<file path="src/rtl/timer0_pkg.sv">
// Shared timer0 definitions: I/O register map, flag bit positions,
// clock-select and waveform-mode encodings, and interrupt vector numbers.
package timer0_pkg;

  // I/O register addresses
  localparam logic [5:0] TIFR_ADDR   = 6'h15;
  localparam logic [5:0] TCCR0A_ADDR = 6'h24;
  localparam logic [5:0] TCCR0B_ADDR = 6'h25;
  localparam logic [5:0] TCNT0_ADDR  = 6'h26;
  localparam logic [5:0] OCR0A_ADDR  = 6'h27;
  localparam logic [5:0] OCR0B_ADDR  = 6'h28;
  localparam logic [5:0] TIMSK_ADDR  = 6'h2E;

  // TIFR / TIMSK bit indices
  localparam int TOV0  = 0;
  localparam int OCF0A = 1;
  localparam int OCF0B = 2;

  // Clock-select encodings held in TCCR0B[2:0]
  typedef enum logic [2:0] {
    CS_STOP     = 3'b000,
    CS_DIV1     = 3'b001,
    CS_DIV8     = 3'b010,
    CS_DIV64    = 3'b011,
    CS_DIV256   = 3'b100,
    CS_DIV1024  = 3'b101,
    CS_EXT_FALL = 3'b110,
    CS_EXT_RISE = 3'b111
  } cs_t;

  // Waveform mode held in TCCR0A[1:0]; only CTC differs from Normal
  localparam logic [1:0] WGM_CTC = 2'b10;

  // Interrupt vectors serviced by this timer
  localparam logic [9:0] TIM0_COMPA_ISR = 10'd14;
  localparam logic [9:0] TIM0_COMPB_ISR = 10'd15;
  localparam logic [9:0] TIM0_OVF_ISR   = 10'd16;

  // Map an acknowledged vector onto the TIFR bit it clears
  function automatic logic [2:0] ack_clear_mask(input logic ack, input logic [9:0] vector);
    logic [2:0] mask;
    mask = 3'b000;
    if (ack) begin
      case (vector)
        TIM0_OVF_ISR:   mask = 3'b001;
        TIM0_COMPA_ISR: mask = 3'b010;
        TIM0_COMPB_ISR: mask = 3'b100;
        default:        mask = 3'b000;
      endcase
    end else begin
      mask = 3'b000;
    end
    return mask;
  endfunction

endpackage

</file>
<file path="src/rtl/timer0_prescaler.sv">
// Free-running 10-bit prescaler with clock-select decode; emits a
// single-cycle count enable for the timer.
module timer0_prescaler
  import timer0_pkg::*;
(
  input  logic       clk,
  input  logic       reset,
  input  logic [2:0] cs,
  output logic       tick
);

  logic [9:0] psc_r;
  logic       tick_s;

  // Prescaler counts every clock and wraps naturally; only reset clears it
  always_ff @(posedge clk or posedge reset) begin
    if (reset) begin
      psc_r <= 10'd0;
    end else begin
      psc_r <= psc_r + 10'd1;
    end
  end

  // Select the tick from the prescaler phase chosen by CS
  always_comb begin
    tick_s = 1'b0;
    case (cs)
      CS_DIV1:    tick_s = 1'b1;
      CS_DIV8:    tick_s = (psc_r[2:0] == 3'h7);
      CS_DIV64:   tick_s = (psc_r[5:0] == 6'h3F);
      CS_DIV256:  tick_s = (psc_r[7:0] == 8'hFF);
      CS_DIV1024: tick_s = (psc_r == 10'h3FF);
      default:    tick_s = 1'b0;
    endcase
  end

  assign tick = tick_s;

endmodule

</file>
<file path="src/rtl/timer0_core.sv">
// 8-bit Timer/Counter0: Normal and CTC modes, two compare units, TIFR
// flags with write-one-to-clear and vector-acknowledge clearing.
module timer0_core
  import timer0_pkg::*;
#(
  parameter int DATA_WIDTH    = 8,
  parameter int I_ADDR_WIDTH  = 10,
  parameter int IO_ADDR_WIDTH = 6
) (
  input  logic                     clk,
  input  logic                     reset,
  input  logic                     io_we,
  input  logic [IO_ADDR_WIDTH-1:0] io_addr,
  input  logic [DATA_WIDTH-1:0]    io_wdata,
  output logic [DATA_WIDTH-1:0]    io_rdata,
  input  logic                     irq_ack,
  input  logic [I_ADDR_WIDTH-1:0]  ack_vector,
  output logic [DATA_WIDTH-1:0]    mem_tifr,
  output logic [DATA_WIDTH-1:0]    mem_timsk,
  output logic [DATA_WIDTH-1:0]    tcnt
);

  localparam logic [DATA_WIDTH-1:0] CNT_MAX = {DATA_WIDTH{1'b1}};
  localparam logic [DATA_WIDTH-1:0] CNT_ONE = DATA_WIDTH'(1);

  logic [DATA_WIDTH-1:0] tcnt_r;
  logic [DATA_WIDTH-1:0] ocr0a_r;
  logic [DATA_WIDTH-1:0] ocr0b_r;
  logic [DATA_WIDTH-1:0] tccr0a_r;
  logic [DATA_WIDTH-1:0] tccr0b_r;
  logic [2:0]            tifr_r;
  logic [2:0]            timsk_r;

  logic                  tick_s;
  logic                  tcnt_wr_s;
  logic                  tifr_wr_s;
  logic                  count_tick_s;
  logic                  ctc_s;
  logic [DATA_WIDTH-1:0] tcnt_next_s;
  logic [2:0]            flag_set_s;
  logic [2:0]            flag_clr_s;
  logic [2:0]            tifr_next_s;

  timer0_prescaler u_prescaler (
    .clk   (clk),
    .reset (reset),
    .cs    (tccr0b_r[2:0]),
    .tick  (tick_s)
  );

  // Counter next value, hardware flag sets and flag clears for this cycle
  always_comb begin
    tcnt_wr_s    = io_we && (io_addr == TCNT0_ADDR);
    tifr_wr_s    = io_we && (io_addr == TIFR_ADDR);
    // A CPU write to TCNT0 swallows the tick: no count, no match, no overflow
    count_tick_s = tick_s && !tcnt_wr_s;
    ctc_s        = (tccr0a_r[1:0] == WGM_CTC);
    flag_set_s   = 3'b000;
    tcnt_next_s  = tcnt_r;

    if (count_tick_s) begin
      flag_set_s[TOV0]  = (tcnt_r == CNT_MAX);
      flag_set_s[OCF0A] = (tcnt_r == ocr0a_r);
      flag_set_s[OCF0B] = (tcnt_r == ocr0b_r);
    end else begin
      flag_set_s = 3'b000;
    end

    if (tcnt_wr_s) begin
      tcnt_next_s = io_wdata;
    end else if (count_tick_s) begin
      if (ctc_s && (tcnt_r == ocr0a_r)) begin
        tcnt_next_s = '0;
      end else begin
        tcnt_next_s = tcnt_r + CNT_ONE;
      end
    end else begin
      tcnt_next_s = tcnt_r;
    end

    flag_clr_s  = ack_clear_mask(irq_ack, ack_vector) |
                  (tifr_wr_s ? io_wdata[2:0] : 3'b000);
    // Hardware set takes precedence over any clear of the same bit
    tifr_next_s = (tifr_r & ~flag_clr_s) | flag_set_s;
  end

  // Register file, counter and flag state
  always_ff @(posedge clk or posedge reset) begin
    if (reset) begin
      tcnt_r   <= '0;
      ocr0a_r  <= '0;
      ocr0b_r  <= '0;
      tccr0a_r <= '0;
      tccr0b_r <= '0;
      tifr_r   <= 3'b000;
      timsk_r  <= 3'b000;
    end else begin
      tcnt_r <= tcnt_next_s;
      tifr_r <= tifr_next_s;
      if (io_we) begin
        case (io_addr)
          OCR0A_ADDR:  ocr0a_r  <= io_wdata;
          OCR0B_ADDR:  ocr0b_r  <= io_wdata;
          TCCR0A_ADDR: tccr0a_r <= io_wdata;
          TCCR0B_ADDR: tccr0b_r <= io_wdata;
          TIMSK_ADDR:  timsk_r  <= io_wdata[2:0];
          default:     ;
        endcase
      end
    end
  end

  // Combinational read mux; unowned addresses read as zero
  always_comb begin
    io_rdata = '0;
    case (io_addr)
      TCNT0_ADDR:  io_rdata = tcnt_r;
      OCR0A_ADDR:  io_rdata = ocr0a_r;
      OCR0B_ADDR:  io_rdata = ocr0b_r;
      TCCR0A_ADDR: io_rdata = tccr0a_r;
      TCCR0B_ADDR: io_rdata = tccr0b_r;
      TIFR_ADDR:   io_rdata = {{(DATA_WIDTH-3){1'b0}}, tifr_r};
      TIMSK_ADDR:  io_rdata = {{(DATA_WIDTH-3){1'b0}}, timsk_r};
      default:     io_rdata = '0;
    endcase
  end

  assign tcnt      = tcnt_r;
  assign mem_tifr  = {{(DATA_WIDTH-3){1'b0}}, tifr_r};
  assign mem_timsk = {{(DATA_WIDTH-3){1'b0}}, timsk_r};

endmodule

</file>
<file path="config.mk">
export PLATFORM = sky130hd
export DESIGN_NAME = timer0_core
export DESIGN_NICKNAME = d
export VERILOG_FILES = /design/src/rtl/timer0_pkg.sv /design/src/rtl/timer0_prescaler.sv /design/src/rtl/timer0_core.sv
export SDC_FILE = /design/constraint.sdc
export NUM_CORES = 1
export LEC_CHECK = 0
export ABC_AREA = 1
export BUFFER_PORTS_ARGS = -buffer_cell sky130_fd_sc_hd__buf_2
export CAP_MARGIN = 20
export CORE_MARGIN = 3
export CORE_UTILIZATION = 53
export DETAILED_ROUTE_END_ITERATION = 6
export PLACE_DENSITY_LB_ADDON = 0.25
export SLEW_MARGIN = 30
export SYNTH_ARGS = -nofsm -noshare
export SYNTH_HDL_FRONTEND = slang
export SYNTH_SLANG_ARGS = --single-unit
</file>
<file path="constraint.sdc">
create_clock -name clk -period 2.4 [get_ports clk]
set_input_delay 0.12 -clock clk [delete_from_list [all_inputs] [get_ports clk]]
set_output_delay 0.12 -clock clk [all_outputs]
set_load 0.02 [all_outputs]
</file>
# Yosys cells after proc, flatten, opt, wreduce, memory -nomap -nowiden
# Cells that the tools add are included.
# op_classes
n_div,0
bitwise,4
n_reduce_logical,11
eq_ne,23
n_addsub,2
n_mux,9
n_lt_le_gt_ge,0
multipliers,0
n_shift,0
# ops
operator,count
8-bit case mux with 7 select lines,1
"6-bit equality test, second input constant",7
8-bit two-way mux,3
"10-bit by 4-bit equality test with 1-bit output, second input constant",2
8-bit equality test,2
"8-bit equality test, second input constant",2
"10-bit by 1-bit adder with 10-bit output, second input constant",1
"10-bit equality test, second input constant",1
"10-bit by 5-bit equality test with 1-bit output, second input constant",1
2-bit AND reduction,5
"3-bit equality test, second input constant",3
3-bit two-way mux,3
3-bit case mux with 3 select lines,1
"8-bit by 1-bit adder with 8-bit output, second input constant",1
"3-bit by 2-bit equality test with 1-bit output, second input constant",2
"6-bit by 5-bit equality test with 1-bit output, second input constant",1
3-bit bitwise OR,2
1-bit case mux with 5 select lines,1
1-bit logical AND,4
3-bit bitwise AND,1
"3-bit by 1-bit equality test with 1-bit output, second input constant",1
3-bit NOT,1
"2-bit equality test, second input constant",1
2-bit nonzero test,1
1-bit zero test,1
# totals
regBits,56
ramBits,0
mem_bits_ro,0
input_bits,28
n_memories,0
latch_bits,0
output_inout_bits,32
elab_cells,57

# Logic depth before layout (Yosys ltp)
# depth
ltp_word,7
mapped_depth,11
mapped_depth_nobuf,11

# Cells and area by module
# A second synthesis with hierarchy kept.
# hier_totals
hier_cells,463
area_unflattened_um2,3368.2
# modules_own_cells
module,cells_per_inst,area_each_um2,n_inst
timer0_core,406,2874.0,1
timer0_prescaler,57,494.2,1

# Worst setup path before layout
# No wires, ideal clock.
# synth_path
path_kind,reg2reg
start,register tcnt_r[2] (netlist: tcnt[2])
end,register tcnt_r[5] (netlist: tcnt[5])
period_less_slack_ns,1.537
path_buffers,1
setup_slack_ns,0.863
t_arrival_ns,1.420
stages_incl_launch_ff,9
setup_time_ns,0.117
cell_sequence,dfrtp_1 > buf_2 > inv_1 > nor3_1 > nand4_1 > nand2_1 > inv_1 > nand3_1 > nand2_1
# synth_via
elab_chain_len,5
# synth_rtl
element,line_no,rtl
from (decl),timer0_core.sv:26,logic [DATA_WIDTH-1:0] tcnt_r;
from (signal assigned),timer0_core.sv:98,tcnt_r <= tcnt_next_s;
"parallel branches: the longest is 2 deep, another holds 8-bit by 1-bit adder with 8-bit output",-,
8-bit two-way mux (*),timer0_core.sv:72,if (ctc_s && (tcnt_r == ocr0a_r)) begin
8-bit two-way mux (*),timer0_core.sv:71,end else if (count_tick_s) begin
8-bit two-way mux (*),timer0_core.sv:69,if (tcnt_wr_s) begin
# Every way passes the cells marked *. The select of a mux whose other input is x is not followed.
# A chain may end at the register's enable or synchronous reset.

# Worst setup path after layout
# layout_path
start,register u_prescaler.psc_r[0]
end,register tifr_r[1]
# layout_via
elab_chain_len,5
# layout_rtl
element,line_no,rtl
from (decl),timer0_prescaler.sv:12,logic [9:0] psc_r;
from (signal assigned),timer0_prescaler.sv:20,psc_r <= psc_r + 10'd1;
10-bit equality test (tied with other cells),timer0_prescaler.sv:32,CS_DIV1024: tick_s = (psc_r == 10'h3FF);
1-bit case mux with 5 select lines (*),timer0_prescaler.sv:27,case (cs)
1-bit logical AND (*),timer0_core.sv:56,count_tick_s = tick_s && !tcnt_wr_s;
3-bit two-way mux (*),timer0_core.sv:61,if (count_tick_s) begin
3-bit bitwise OR (*),timer0_core.sv:84,tifr_next_s = (tifr_r & ~flag_clr_s) | flag_set_s;
net tifr_next_s[1],timer0_core.sv:42,logic [2:0] tifr_next_s;
to (signal assigned),timer0_core.sv:99,tifr_r <= tifr_next_s;
to (decl),timer0_core.sv:31,logic [2:0] tifr_r;
# Mark *: on every way through the listed nets, which the timed path passes. The rest lies on a longest branch.

==> reports/results.txt <==
Most common cell after layout, fill and taps aside -> nand2_1
# fillers -> 550
Hold EP -> tcnt[5]$_DFFE_PP0P_
Arr. time, crit path -> 2.16 ns
Die area -> 7363 um^2
Mean Syn Cell Area -> 7.167 um^2
Drt pass-1 iters -> 6
Post-synth top flop -> dfrtp_1
Rel. slew slack -> 0.4454
GRT Resource Usage Total -> 0.2450
CP Cell Sequence -> ha_1 -> nand3_1 -> o21ai_0 -> nand2_1 -> nand2_1 -> nand2_1 -> nor2_2 -> nand2_1 -> nand2_1
Final setup vio count -> 0
Fin crit share -> 0.7949
Post-synth cell types -> 30
Design area -> 3761 um^2
Critical Path Fanout Max -> 10
Flop-to-flop setup slack -> 0.49 ns
CTS clock-pin slew for the worst setup and hold paths -> 0.10 ns
Clock insertion delay at the later pin of the skew report -> 0.31 ns
Power per cell area -> 772.8 nW/um^2
Synth area leader -> dfrtp_1
Row cnt -> 28
Initial Util -> 0.5570
Worst Hold Path Cells -> 5
Layout cells sized above 1 -> 0.1555
NumNets Final -> 551
Hold wc startpoint -> io_wdata[5]
Achievable Freq -> 524.2 MHz
Worst R2R Path Depth -> 9
Critical path launch point type -> register
Vias post-DR -> 3113
Top cell by count, worst path -> nand2_1
Ant. Diodes -> 0
Largest net degree at the start of global routing -> 34
Slowest cell delay on critical path -> 0.39 ns
Max VDD drop -> 0.4441 mV
CP max-delay cell -> dfrtp_1
Synth Cell Area -> 3376 um^2
Seq/Total Area, Yosys -> 0.4151
RSZ-0062 raised after global routing -> false
DR iter-0 viols -> 227
Root cell of the clock tree -> clkbuf_8
Yosys top cell area share -> 0.4151
Cell count after synthesis -> 471
Drt drc -> 0
Setup TNS -> 0 ns
Yosys warning total -> 0
Worst R2R End -> tifr_r[1]$_DFF_PP0_
CTS tree -> yes
Hpwl dp -> 6.356 mm
Initial antenna violation count -> 0
Die Y -> 85.81 um
RR Startpoint -> u_prescaler.psc_r[0]$_DFF_PP0_
Hold slack final -> 0.1059 ns
EDFF count, synth -> 0
Post-synth ARST share -> 1.000
WL/cell -> 13.88 um
Instance area at placement -> 3640 um^2
CTS buffer count -> 5
Tmin final -> 1.908 ns
Wirelength, routed -> 8.272 mm
Critical path origin -> u_prescaler.psc_r[0]$_DFF_PP0_
Crit path required time -> 2.66 ns
Post-CTS sizing -> 0
Max-slew violations -> 0
# H-tree levels -> 2
Crit end category -> register
Max Cap Viol -> 0
Commonest cells after routing, fill and taps aside -> 161 x nand2_1, 56 x dfrtp_1, 55 x inv_1
I/O pin total -> 60
First-pass GRT wire length -> 14.43 mm
Area Overhead vs Synth -> 11.42%
Clock sink count -> 56
Die width -> 85.81 um
Crit path kind -> reg -> reg
Final RePlAce weighted congestion -> 0.9527
Min-Delay Path Class -> in -> reg
Actual slew at the worst max-slew pin -> 0.8258 ns
Final hold violation count -> 0
Flops & latches, synth -> 56
DR vias/cell -> 5.223
Post-CTS setup buffers -> 0
Antenna-violating nets left -> 0
Status -> finished, final reports clean
Top cells by area, synth -> dfrtp_1 42%, nand2_1 18%, inv_1 6.2%
Core outline area -> 6061 um^2
Vias in the first global route -> 3017
Setup Skew -> 0.009225 ns
Lkg Pwr -> 0.001987 uW
Max clock buf depth -> 2
Global route overflow -> 0
Port-buffer cells -> 49
critical path, delay by kind of cell (launching register included):
kind / cells / cell delay [ns]
AO/OA/AOI/OAI: 1 / 0.20
adder cells (fa/ha/maj): 1 / 0.19
flip-flops: 1 / 0.39
AND/OR/NAND/NOR: 7 / 1.07
stage by stage:
step | power [uW] | setup slack, ns | cells | util
finish | 2906 | 0.4923 | 596 | 0.6206
global route | 3134 | 0.3076 | 596 | 0.6206
CTS | 2912 | 0.4965 | 596 | 0.6206
detailed placement | 2275 | 0.5177 | 587 | 0.6005
global placement | 2241 | 0.6288 | 587 | 0.6005
floorplan | 1994 | 0.8629 | 480 | -
layout make-up:
type / count / area, um^2 / share of cell area
Multi-Input combinational cell: 345 / 1659 / 0.4411
Sequential cell: 56 / 1401 / 0.3726
Timing Repair Buffer: 52 / 270.3 / 0.07186
Inverter: 60 / 225.2 / 0.05988
Tap cell: 75 / 93.84 / 0.02495
Clock buffer: 6 / 72.57 / 0.01929
Clock inverter: 2 / 38.79 / 0.01031
sequential cells by signal (all words and copies together) (netlist names):
| name | flops |
|---|---|
| ocr0a_r | 8 |
| ocr0b_r | 8 |
| tccr0a_r | 8 |
| tccr0b_r | 8 |
| tcnt | 8 |
| tifr_r | 3 |
| timsk_r | 3 |
| u_prescaler.psc_r | 10 |
cell usage after synthesis, types with 2 or more instances:
library cell / count
a21oi_1: 11
buf_2: 6
buf_4: 12
dfrtp_1: 56
ha_1: 3
inv_1: 56
inv_2: 3
nand2_1: 161
nand2_2: 4
nand3_1: 33
nand3b_1: 4
nand4_1: 7
nor2_1: 41
nor2_2: 2
nor3_1: 7
nor4_1: 2
o21ai_0: 17
o21ai_1: 9
o21ai_2: 8
xnor2_1: 12
xor2_1: 8
worst max path at each step:
stage	end
5_1_grt	tcnt[3]$_DFFE_PP0P_
3_3_place_gp	tcnt[5]$_DFFE_PP0P_
4_1_cts	tcnt[5]$_DFFE_PP0P_
2_1_floorplan	tcnt[5]$_DFFE_PP0P_
6_report	tifr_r[1]$_DFF_PP0_
3_5_place_dp	tcnt[5]$_DFFE_PP0P_
cells by family (layout without fill, tap and decap cells):
logic type      Yosys count  after routing  share of synthesized area
buf+inv                  79            120                     0.1034
simple gates            266            266                     0.3399
other cells               1             10                   0.001111
flops                    56             56                     0.4151
compound gates           46             46                    0.07746
xor+xnor                 20             20                    0.05189
fa+ha+maj                 3              3                    0.01112
report_power, final:
| group | switching (uW) | internal (uW) |
|---|---|---|
| registers | 219 | 1100 |
| logic | 601 | 352 |
| clock network | 321 | 316 |
| total | 1140 | 1770 |
repair_timing:
item	4_1_cts	5_1_grt
hold buffers	1	0
endpoints found under the setup margin	0	0
endpoints found under the hold margin	31	0
routing by layer:
layer,global-route usage,wire [um]
met1,0.3400,3709
met2,0.3976,3788
met3,0.04035,615
met4,0.07050,159
met5,0,0
No activity file was read; power rests on OpenSTA's default activity.
